--- src/rtl/mc_ctrl_if.sv ---
// Control/memory bundle between mc_ctrl and the RV32I datapath plus shared memory port.
// master = sequencer side, slave = datapath/memory side.
interface mc_ctrl_if #(
    parameter int WIDTH = 32
);
    logic [WIDTH-1:0] instr;
    logic             mem_ready;
    logic             br_taken;
    logic             mem_req;
    logic             mem_we;
    logic             ir_we;
    logic             pc_we;
    logic [1:0]       pc_src;
    logic             alu_src_a;
    logic [1:0]       alu_src_b;
    logic [1:0]       alu_op;
    logic             reg_we;
    logic [1:0]       wb_sel;
    logic             illegal;
    logic [2:0]       state;

    modport master (
        input  instr, mem_ready, br_taken,
        output mem_req, mem_we, ir_we, pc_we, pc_src, alu_src_a, alu_src_b,
               alu_op, reg_we, wb_sel, illegal, state
    );

    modport slave (
        output instr, mem_ready, br_taken,
        input  mem_req, mem_we, ir_we, pc_we, pc_src, alu_src_a, alu_src_b,
               alu_op, reg_we, wb_sel, illegal, state
    );
endinterface

--- src/rtl/mc_ctrl.sv ---
// Multi-cycle RV32I control sequencer (fetch/decode/exec/mem/wb) over a shared memory port.
// Define MC_CTRL_PERF_EN to add cycle_cnt / instret_cnt performance counters.
module mc_ctrl #(
    parameter int WIDTH = 32
) (
    input  logic             clk,
    input  logic             rst,
    mc_ctrl_if.master        bus
`ifdef MC_CTRL_PERF_EN
    ,
    output logic [WIDTH-1:0] cycle_cnt,
    output logic [WIDTH-1:0] instret_cnt
`endif
);
    localparam logic [2:0] S_START  = 3'd0;
    localparam logic [2:0] S_FETCH  = 3'd1;
    localparam logic [2:0] S_DECODE = 3'd2;
    localparam logic [2:0] S_EXEC   = 3'd3;
    localparam logic [2:0] S_MEM    = 3'd4;
    localparam logic [2:0] S_WB     = 3'd5;
    localparam logic [2:0] S_TRAP   = 3'd7;

    localparam logic [6:0] OPC_LUI    = 7'b0110111;
    localparam logic [6:0] OPC_AUIPC  = 7'b0010111;
    localparam logic [6:0] OPC_JAL    = 7'b1101111;
    localparam logic [6:0] OPC_JALR   = 7'b1100111;
    localparam logic [6:0] OPC_BRANCH = 7'b1100011;
    localparam logic [6:0] OPC_LOAD   = 7'b0000011;
    localparam logic [6:0] OPC_STORE  = 7'b0100011;
    localparam logic [6:0] OPC_OPIMM  = 7'b0010011;
    localparam logic [6:0] OPC_OP     = 7'b0110011;
    localparam logic [6:0] OPC_FENCE  = 7'b0001111;

    typedef struct packed {
        logic       mem_req;
        logic       mem_we;
        logic       ir_we;
        logic       pc_we;
        logic [1:0] pc_src;
        logic       alu_src_a;
        logic [1:0] alu_src_b;
        logic [1:0] alu_op;
        logic       reg_we;
        logic [1:0] wb_sel;
        logic       illegal;
    } ctrl_t;

    logic [2:0] state_q;
    logic [2:0] state_d;
    ctrl_t      ctl;
    logic [6:0] opc;
    logic       is_legal;
    logic       unused_instr_hi;

    assign opc             = bus.instr[6:0];
    assign unused_instr_hi = ^bus.instr[WIDTH-1:7];

    always_comb begin
        is_legal = 1'b0;
        case (opc)
            OPC_LUI, OPC_AUIPC, OPC_JAL, OPC_JALR, OPC_BRANCH,
            OPC_LOAD, OPC_STORE, OPC_OPIMM, OPC_OP: is_legal = 1'b1;
            default:                                is_legal = 1'b0;
        endcase
    end

    always_ff @(posedge clk or posedge rst) begin
        if (rst) state_q <= S_START;
        else     state_q <= state_d;
    end

    always_comb begin
        ctl     = '0;
        state_d = state_q;
        case (state_q)
            S_START: state_d = S_FETCH;
            S_FETCH: begin
                ctl.mem_req = 1'b1;
                if (bus.mem_ready) begin
                    ctl.ir_we = 1'b1;
                    ctl.pc_we = 1'b1;
                    state_d   = S_DECODE;
                end
            end
            S_DECODE: begin
                if (opc == OPC_FENCE) state_d = S_FETCH;
                else if (is_legal)    state_d = S_EXEC;
                else                  state_d = S_TRAP;
            end
            S_EXEC: begin
                case (opc)
                    OPC_OP: begin
                        ctl.alu_op = 2'b10;
                        state_d    = S_WB;
                    end
                    OPC_OPIMM: begin
                        ctl.alu_src_b = 2'd1;
                        ctl.alu_op    = 2'b10;
                        state_d       = S_WB;
                    end
                    OPC_LOAD, OPC_STORE: begin
                        ctl.alu_src_b = 2'd1;
                        state_d       = S_MEM;
                    end
                    OPC_BRANCH: begin
                        ctl.alu_op = 2'b01;
                        // Branch target is old_pc+imm, computed beside the ALU.
                        if (bus.br_taken) begin
                            ctl.pc_we  = 1'b1;
                            ctl.pc_src = 2'd1;
                        end
                        state_d = S_FETCH;
                    end
                    OPC_JALR: begin
                        ctl.alu_src_b = 2'd1;
                        state_d       = S_WB;
                    end
                    OPC_AUIPC: begin
                        ctl.alu_src_a = 1'b1;
                        ctl.alu_src_b = 2'd1;
                        state_d       = S_WB;
                    end
                    OPC_JAL, OPC_LUI: state_d = S_WB;
                    default:          state_d = S_TRAP;
                endcase
            end
            S_MEM: begin
                ctl.mem_req = 1'b1;
                ctl.mem_we  = (opc == OPC_STORE);
                if (bus.mem_ready) state_d = (opc == OPC_STORE) ? S_FETCH : S_WB;
            end
            S_WB: begin
                ctl.reg_we = 1'b1;
                state_d    = S_FETCH;
                case (opc)
                    OPC_OP, OPC_OPIMM, OPC_AUIPC: ctl.wb_sel = 2'd0;
                    OPC_LOAD:                     ctl.wb_sel = 2'd1;
                    OPC_JAL: begin
                        ctl.wb_sel = 2'd2;
                        ctl.pc_we  = 1'b1;
                        ctl.pc_src = 2'd1;
                    end
                    OPC_JALR: begin
                        ctl.wb_sel = 2'd2;
                        ctl.pc_we  = 1'b1;
                        ctl.pc_src = 2'd2;
                    end
                    OPC_LUI:  ctl.wb_sel = 2'd3;
                    default: begin
                        ctl.reg_we = 1'b0;
                        state_d    = S_TRAP;
                    end
                endcase
            end
            S_TRAP:  ctl.illegal = 1'b1;
            default: state_d = S_START;
        endcase
        // Outputs drop in the same cycle rst rises, so a pending store never completes.
        if (rst) begin
            ctl     = '0;
            state_d = S_START;
        end
    end

    assign bus.mem_req   = ctl.mem_req;
    assign bus.mem_we    = ctl.mem_we;
    assign bus.ir_we     = ctl.ir_we;
    assign bus.pc_we     = ctl.pc_we;
    assign bus.pc_src    = ctl.pc_src;
    assign bus.alu_src_a = ctl.alu_src_a;
    assign bus.alu_src_b = ctl.alu_src_b;
    assign bus.alu_op    = ctl.alu_op;
    assign bus.reg_we    = ctl.reg_we;
    assign bus.wb_sel    = ctl.wb_sel;
    assign bus.illegal   = ctl.illegal;
    assign bus.state     = state_q;

`ifdef MC_CTRL_PERF_EN
    logic retire;
    assign retire = (state_d == S_FETCH) &&
                    (state_q == S_DECODE || state_q == S_EXEC ||
                     state_q == S_MEM    || state_q == S_WB);

    always_ff @(posedge clk or posedge rst) begin
        if (rst) begin
            cycle_cnt   <= '0;
            instret_cnt <= '0;
        end else begin
            if (state_q != S_START && state_q != S_TRAP) cycle_cnt <= cycle_cnt + 1'b1;
            if (retire) instret_cnt <= instret_cnt + 1'b1;
        end
    end
`endif
endmodule

--- src/flat_wrapper.sv ---
// flat-port wrapper written by rule: the top's interface ports become plain ports
module mc_ctrl_flat 
#(
    parameter int WIDTH = 32
)
  (clk, rst, bus_instr, bus_mem_ready, bus_br_taken, bus_mem_req, bus_mem_we, bus_ir_we, bus_pc_we, bus_pc_src, bus_alu_src_a, bus_alu_src_b, bus_alu_op, bus_reg_we, bus_wb_sel, bus_illegal, bus_state);
  mc_ctrl_if #(.WIDTH(WIDTH)) bus_i ();
  input  logic clk;
  input  logic rst;
  input wire logic [$bits(bus_i.instr)-1:0] bus_instr;
  input wire logic [$bits(bus_i.mem_ready)-1:0] bus_mem_ready;
  input wire logic [$bits(bus_i.br_taken)-1:0] bus_br_taken;
  output wire logic [$bits(bus_i.mem_req)-1:0] bus_mem_req;
  output wire logic [$bits(bus_i.mem_we)-1:0] bus_mem_we;
  output wire logic [$bits(bus_i.ir_we)-1:0] bus_ir_we;
  output wire logic [$bits(bus_i.pc_we)-1:0] bus_pc_we;
  output wire logic [$bits(bus_i.pc_src)-1:0] bus_pc_src;
  output wire logic [$bits(bus_i.alu_src_a)-1:0] bus_alu_src_a;
  output wire logic [$bits(bus_i.alu_src_b)-1:0] bus_alu_src_b;
  output wire logic [$bits(bus_i.alu_op)-1:0] bus_alu_op;
  output wire logic [$bits(bus_i.reg_we)-1:0] bus_reg_we;
  output wire logic [$bits(bus_i.wb_sel)-1:0] bus_wb_sel;
  output wire logic [$bits(bus_i.illegal)-1:0] bus_illegal;
  output wire logic [$bits(bus_i.state)-1:0] bus_state;
  assign bus_i.instr = bus_instr;
  assign bus_i.mem_ready = bus_mem_ready;
  assign bus_i.br_taken = bus_br_taken;
  assign bus_mem_req = bus_i.mem_req;
  assign bus_mem_we = bus_i.mem_we;
  assign bus_ir_we = bus_i.ir_we;
  assign bus_pc_we = bus_i.pc_we;
  assign bus_pc_src = bus_i.pc_src;
  assign bus_alu_src_a = bus_i.alu_src_a;
  assign bus_alu_src_b = bus_i.alu_src_b;
  assign bus_alu_op = bus_i.alu_op;
  assign bus_reg_we = bus_i.reg_we;
  assign bus_wb_sel = bus_i.wb_sel;
  assign bus_illegal = bus_i.illegal;
  assign bus_state = bus_i.state;
  mc_ctrl #(.WIDTH(WIDTH)) u_core (.clk(clk), .rst(rst), .bus(bus_i));
endmodule
--- config.mk ---
export PLATFORM = sky130hd
export DESIGN_NAME = mc_ctrl_flat
export DESIGN_NICKNAME = d
export VERILOG_FILES = /design/src/rtl/mc_ctrl_if.sv /design/src/rtl/mc_ctrl.sv /design/src/flat_wrapper.sv
export SDC_FILE = /design/constraint.sdc
export NUM_CORES = 1
export LEC_CHECK = 0
export ABC_CLOCK_PERIOD_IN_PS = 3300
export BUFFER_PORTS_ARGS = -buffer_cell sky130_fd_sc_hd__buf_2
export CORE_MARGIN = 2
export CORE_UTILIZATION = 40
export CTS_CLUSTER_SIZE = 40
export DETAILED_ROUTE_END_ITERATION = 8
export GPL_ROUTABILITY_DRIVEN = 0
export PLACE_DENSITY_LB_ADDON = 0.12
export SYNTH_ARGS = -nofsm -noshare
export SYNTH_HDL_FRONTEND = slang
export SYNTH_SLANG_ARGS = --single-unit
--- constraint.sdc ---
create_clock -name clk -period 3.3 [get_ports clk]
set_input_delay 0.33 -clock clk [delete_from_list [all_inputs] [get_ports clk]]
set_output_delay 0.33 -clock clk [all_outputs]
set_load 0.01 [all_outputs]
Word-level counts from Yosys, hierarchy flattened
Cells that the tools add are included.

word-level totals
  register bits = 3
  input port bits = 36
  output and inout bits = 18
  word-level logic and storage cells = 58

cells by class
  equality and inequality tests = 19
  multiplexer cells = 28
  reductions and logical operators = 10

operators by type and width
  operator                                             number
  2-to-1 mux 3 bit                                     10
  equality test 7 x 6 -> 1 bit, second input constant  3
  equality test 7 bit, second input constant           3
  case mux 3 bit (7 select lines)                      1
  2-to-1 mux 15 bit                                    1
  equality test 7 x 5 -> 1 bit, second input constant  2
  equality test 3 bit, second input constant           3
  case mux 3 bit (3 select lines)                      1
  OR reduction 9 bit                                   1
  2-to-1 mux 1 bit                                     8
  case mux 2 bit (2 select lines)                      2
  OR reduction 2 bit                                   4
  equality test 7 x 2 -> 1 bit, second input constant  1
  equality test 7 x 4 -> 1 bit, second input constant  1
  OR reduction 7 bit                                   1
  equality test 3 x 2 -> 1 bit, second input constant  2
  != test 3 bit, second input constant                 2
  case mux 2 bit (3 select lines)                      1
  case mux 3 bit (2 select lines)                      1
  OR reduction 6 bit                                   1
  2-to-1 mux 5 bit                                     1
  OR reduction 5 bit                                   1
  equality test 3 x 1 -> 1 bit, second input constant  1
  logical NOT 3 bit                                    1
  other kinds (4)                                      4

Longest topological paths before layout
Gate-level depths: netlist of run 1.

  depth in word-level cells = 7
  gate-level depth with buffers = 6
  depth with buffers taken out = 5

Worst setup path before layout of run 1
Ideal clock, no wire load.

  kind = reg-to-output
  start point = register u_core.state_q[1], in the netlist u_core.bus.state[1]
  end point = output port bus_pc_src[0]
  arrival time = 1.286 ns
  data required time = 2.970 ns
  slack = 1.684 ns
  cell stages (with the launch flop) = 6
  buffers on the path = 1
  cell sequence = dfrtp_1 > clkbuf_1 > nand2_1 > nor4_1 > a31oi_1 > nor3_1

between the ends
  longest elaborated chain between the ends = 3

ends and longest elaborated chain
  element                                                                     RTL line            text
  from (decl)                                                                 mc_ctrl.sv:48       logic [2:0] state_q;
  from (signal assigned)                                                      mc_ctrl.sv:69       else state_q <= state_d;
  equality test 3 bit / equality test 3 x 2 -> 1 bit (equally long branches)  mc_ctrl.sv:75       case (state_q)
  case mux 2 bit (2 select lines) *                                           mc_ctrl.sv:75
  2-to-1 mux 15 bit *                                                         mc_ctrl.sv:159      if (rst) begin
  to (decl)                                                                   flat_wrapper.sv:17  output wire logic [$bits(bus_i.pc_src)-1:0] bus_pc_src;

Mark *: on every way between the ends. The rest lies on a longest branch, timed or not.

Worst setup path in the final report of run 1
  start point = register u_core.state_q[2], in the netlist u_core.bus.state[2]
  end point = output port bus_alu_op[1]

between the ends
  longest elaborated chain between the ends = 3

ends and longest elaborated chain
  element                       RTL line            text
  equality test 3 x 2 -> 1 bit  mc_ctrl.sv:75
  2-to-1 mux 5 bit              mc_ctrl.sv:75
  2-to-1 mux 15 bit             mc_ctrl.sv:159
  to (decl)                     flat_wrapper.sv:20  output wire logic [$bits(bus_i.alu_op)-1:0] bus_alu_op;

No other way between the ends.

==> out/metrics.yaml, run 1 <==
timing:
  rsz0062_at_grt: "false"
  finalHoldViolations: 0
  fin_skew_ps: 2.85
  setup_viol: 0
  fmaxAchievable_mhz: 494
  fin_crit_ps: 2020
  fin_crit_sh: 0.613
  finalMaxSlewViolations: 0
  fin_setup_tns_ps: 0
floorplanning:
  die_x_um: 44.0
  rows: 14
  initial_utilization: 0.424
  core_um2: 1510
  chipHeight_um: 44.0
  ios: 54
  dieArea_um2: 1930
placed_design:
  hpwl_mm: 1.31
  dpl-instance-area_um2: 734
  io_buffers: 27
worst_setup_path:
  crit_type: "reg2out"
  rr_startpoint: "u_core.bus.state[1]"
  worst_r2r_path_depth: 5
  cp-end-kind: "output pin"
  crit_path_start: "u_core.bus.state[2]"
  cp.required_ps: 2970
  start_kind: "register"
  crit_fanout: 13
  crit_end: "bus_alu_op[1]"
  r2r-end: "u_core.bus.state[2]"
  ff2ff_setup_slack_ps: 1680
  arrival_ps: 1690
power_and_ir_drop:
  p_comb_frac: 0.421
  pwr-share-clk: 0.306
  intPower_mw: 0.124
  power_frac_seq: 0.273
  power.leakage_nw: 0.328
  p_per_area_nw_per_um2: 282
  p_switching_mw: 0.0902
  ir_worst_vdd_v: 0.000184
  p_sw_frac: 0.421
logic_synthesis:
  synth_async_sr_flop_share: 1.00
  yosysWarningCount: 0
  synth_edf_count: 0
  synthCells: 99
  ys_ff_latch: 3
  ys_types: 34
  synth_fp_nets: 135
  synth_ff_type: "dfrtp_1"
  syn_area_per_cell_um2: 6.46
  yosysSeqAreaShare: 0.117
  synth.cell_area_um2: 639
clock_network:
  cts_setup_buffers: 0
  cts_tree: "yes"
  cts_buffers: 3
  cts.clk_slew.worst_paths_ps: 40
  clock_sinks: 3
  post_cts_resized: 0
  worst_skew_pair.late_latency_ps: 230
  root_buffer: "clkbuf_4"
  h-tree-depth: 1
  cts_max_path_buffers: 2
  cts_hold_buffers: 0
global_routing:
  grt_max_degree: 16
  overflow: 0
  grt_pass1_wl_mm: 2.92
  antenna_found_initial: 0
  grt_pass1_vias: 645
  grt.total_usage: 0.196
run_status:
  status: "complete, no violations"
routing:
  viasPerCell: 5.93
  drt_iter0_drc: 9
  dr_total_vias: 801
  drc: 0
  ant_nets: 0
  wl_per_cell_um: 13.1
  wl_mm: 1.77
  first_pass_iters: 4
final_layout:
  largest_register_ffs: 3
  nFillCells: 172
  drive_above_1_share: 0.286
  finalNetCount: 156
  insertedDiodeCount: 0
  stdcell_area_um2: 761
  syn_to_final_growth_pct: 19.0
flow_run:
  cap_violations: 0
hold_path:
  hp-class: "in2async"
==> worst max-delay path, stage by stage (launching register included) <==
cell      delay [ps]
dfrtp_1          490
nand2b_1         260
nor2_1           180
nand2_1          130
nor4_1           230
buf_2            170
==> layout make-up <==
type                    count  area, um2  share of cell area
clock buffers               4       26.3              0.0345
flip-flops and latches      3       75.1              0.0987
repair buffers             27        135               0.178
inverters                   2       7.51             0.00987
multi-input cells          83        497               0.653
well taps                  16       20.0              0.0263
==> cell usage after synthesis (3+ instances only) <==
| master | number | share of area |
|---|---|---|
| o21ai_0 | 5 | 0.039 |
| nand2_1 | 12 | 0.070 |
| clkbuf_1 | 3 | 0.018 |
| nor4_1 | 4 | 0.039 |
| nor3_1 | 4 | 0.031 |
| nand2b_1 | 5 | 0.049 |
| a31oi_1 | 6 | 0.059 |
| buf_2 | 6 | 0.047 |
| dfrtp_1 | 3 | 0.12 |
| nand3_1 | 3 | 0.023 |
| nand4_1 | 4 | 0.039 |
| nor2_1 | 12 | 0.070 |
| a21oi_1 | 3 | 0.023 |
| nor2b_1 | 4 | 0.039 |
==> how the worst min path moves through the flow <==
stage,slack (ps),start,to
after detailed placement,310,rst,u_core.bus.state[2]
after global placement,310,rst,u_core.bus.state[2]
final,60,rst,u_core.bus.state[2]
after CTS,50,rst,u_core.bus.state[2]
after global routing,70,rst,u_core.bus.state[0]
after floorplan,310,rst,u_core.bus.state[0]
==> kinds of logic (layout without fill, tap and decap cells) <==
logic type / Yosys count / count (layout) / share of synthesized area
other: 1 / 1 / 0.00587
buffers and inverters: 13 / 33 / 0.106
DFF: 3 / 3 / 0.117
and+or+nand+nor: 57 / 57 / 0.476
AOI/OAI and AO/OA: 24 / 24 / 0.280
muxes: 1 / 1 / 0.0157
==> power by group through the flow <==
stage	registers (mW)	logic [mW]	clock network, mW
final	0.0586	0.0902	0.0655
after global routing	0.0609	0.101	0.0728
after CTS	0.0583	0.0900	0.0683
after detailed placement	0.0587	0.0896	0
after global placement	0.0588	0.0893	0
after floorplan	0.0493	0.0768	0
==> stage by stage <==
step / hold slack [ps] / util / setup WS (ps) / instances / power (mW)
finish: 60.3 / 0.505 / 1280 / 135 / 0.214
global route: 70.0 / 0.505 / 1030 / 135 / 0.235
CTS: 51.2 / 0.505 / 1260 / 135 / 0.217
detailed placement: 305 / 0.488 / 1520 / 131 / 0.148
global placement: 305 / 0.488 / 1500 / 131 / 0.148
floorplan: 314 / - / 1680 / 99 / 0.126
==> cell usage in the layout, fill, tap and decap left out, types with 4 or more instances in the layout <==
cell type  netlist  layout
nor4_1           4       4
nand2_1         12      12
nand4_1          4       4
nor2_1          12      12
o21ai_0          5       5
nand2b_1         5       5
buf_2            6      27
nor3_1           4       4
nor2b_1          4       4
a31oi_1          6       6
==> routing by layer <==
metal	global-route usage	part of all wire
met1	0.304	0.49
met5	0	0
met3	0.0500	0.071
met4	0.0182	0
met2	0.279	0.43
Power figures use the tool's default switching activity.
==> inputs of run 2 (changes only) <==
Settings changed: ABC_CLOCK_PERIOD_IN_PS 3300 to 1600, CORE_UTILIZATION 40 to 34.
Clock period 3.3 ns to 1.6 ns, I/O delays scaled along.
==> out/metrics.yaml, run 2 (synthesis gave the netlist of run 1 again) <==
worst_setup_path:
  ff2ff_setup_slack_ps: 100
  cp-end-kind: "output pin"
  start_kind: "register"
  cp.required_ps: 1440
  crit_type: "reg2out"
  arrival_ps: 1400
  r2r-end: "u_core.bus.state[2]"
  worst_r2r_path_depth: 6
  crit_fanout: 4
  rr_startpoint: "u_core.bus.state[0]"
clock_network:
  cts_max_path_buffers: 2
  cts.clk_slew.worst_paths_ps: 40
  cts_buffers: 3
  worst_skew_pair.late_latency_ps: 230
  clock_sinks: 3
  cts_tree: "yes"
  root_buffer: "clkbuf_4"
  h-tree-depth: 1
hold_path:
  hp-start: "rst"
  hp-class: "in2reg"
  min_path_cells: 2
  worstHoldEndpoint: "u_core.bus.state[0]"
timing:
  finalHoldViolations: 0
  fin_crit_sh: 0.974
  fin_skew_ps: 2.42
  whs_ps: 265
  finalMaxSlewViolations: 0
  rsz0062_at_grt: "true"
  fmaxAchievable_mhz: 642
  setup_viol: 0
  fin_crit_ps: 1560
routing:
  viasPerCell: 5.52
  first_pass_iters: 4
  drt_iter0_drc: 29
  wl_per_cell_um: 13.6
  wl_mm: 2.12
  ant_nets: 0
  drc: 0
  dr_total_vias: 861
run_status:
  status: "complete, no violations"
placed_design:
  hpwl_mm: 1.47
  io_buffers: 27
floorplanning:
  chipHeight_um: 47.4
  die_x_um: 47.4
  rows: 15
  ios: 54
  core_um2: 1750
  dieArea_um2: 2240
  initial_utilization: 0.366
final_layout:
  finalNetCount: 168
  seq_area_um2: 76.3
  final_common_cell: "buf_2"
  drive_above_1_share: 0.427
  nFillCells: 188
  multiInputGateArea_um2: 549
  syn_to_final_growth_pct: 44.2
  largest_register_ffs: 3
  insertedDiodeCount: 0
  most-common-layout-cells: "buf_2 (27), nor2_1 (11), nand2_1 (10), buf_4 (10), a31oi_1 (6)"
power_and_ir_drop:
  power.leakage_nw: 0.396
  p_per_area_nw_per_um2: 565
  finalPower_mw: 0.521
  ir_worst_vdd_v: 0.000581
global_routing:
  grt_max_degree: 15
  antenna_found_initial: 0
  grt.total_usage: 0.191
  overflow: 0
  grt_pass1_wl_mm: 3.12
  grt_pass1_vias: 687
flow_run:
  cap_violations: 0
-- run 2: changes by cell type in the layout (fill, tap and decap cells not counted), moves of 2 or more --
cell | before | now
nor4_1 | 4 | 1
nor4_2 | 0 | 3
nand2_1 | 12 | 10
buf_4 | 0 | 10
-- run 2: critical path, cell delays in order, from the launching register on --
cell     delay, ps
dfrtp_1        360
buf_6          120
nand2_4         50
nor4_2         250
a31oi_1         60
nor3_1         180
buf_2          150
-- run 2: where the power goes --
part           switching (mW)  internal [mW]
Combinational           0.163          0.129
Clock                  0.0392         0.0935
Sequential            0.00951         0.0870
Total                   0.212          0.309
-- run 2: per-stage QoR --
stage | cells | utilization | setup TNS, ps | setup slack (ps) | area [um2]
6_report | 156 | 0.528 | 0 | 41.7 | 922
5_1_grt | 156 | 0.528 | -36.7 | -33.4 | 922
4_1_cts | 152 | 0.487 | 0 | 21.0 | 850
3_5_place_dp | 146 | 0.453 | 0 | 110 | 791
3_3_place_gp | 146 | 0.453 | 0 | 140 | 791
2_1_floorplan | 99 | - | 0 | 154 | 639
-- run 2: repair_timing --
item                                    in CTS  in global routing
endpoints found under the setup margin       2                  8
hold endpoints to repair                     3                  0
resized for setup                            3                 11
setup buffers                                1                  4
pin swaps                                    0                  6
hold buffers                                 1                  0
-- run 2: area by class of cell --
class	instances	area share
Multi-Input combinational cell	83	0.596
Tap cell	25	0.0339
Inverter	2	0.00814
Timing Repair Buffer	39	0.251
Sequential cell	3	0.0828
Clock buffer	4	0.0285
-- run 2: worst max-delay path by stage --
stage	startpoint	to	slack [ps]	depth (start not counted)
after floorplan	u_core.bus.state[1]	bus_pc_src[0]	150	5
after CTS	u_core.bus.state[0]	bus_wb_sel[0]	20	5
after detailed placement	u_core.bus.state[2]	bus_alu_src_b[0]	110	5
after global routing	u_core.bus.state[1]	bus_pc_src[0]	-30	6
final	u_core.bus.state[1]	bus_pc_src[0]	40	6
after global placement	u_core.bus.state[2]	bus_alu_op[1]	140	5
-- run 2: per-layer routing --
metal,share of wire,GRT usage,vias to the layer above
met5,0,0,-
met4,0,0.00556,0
met3,0.061,0.0423,0
met2,0.49,0.289,30
met1,0.45,0.289,404
li1,-,-,427
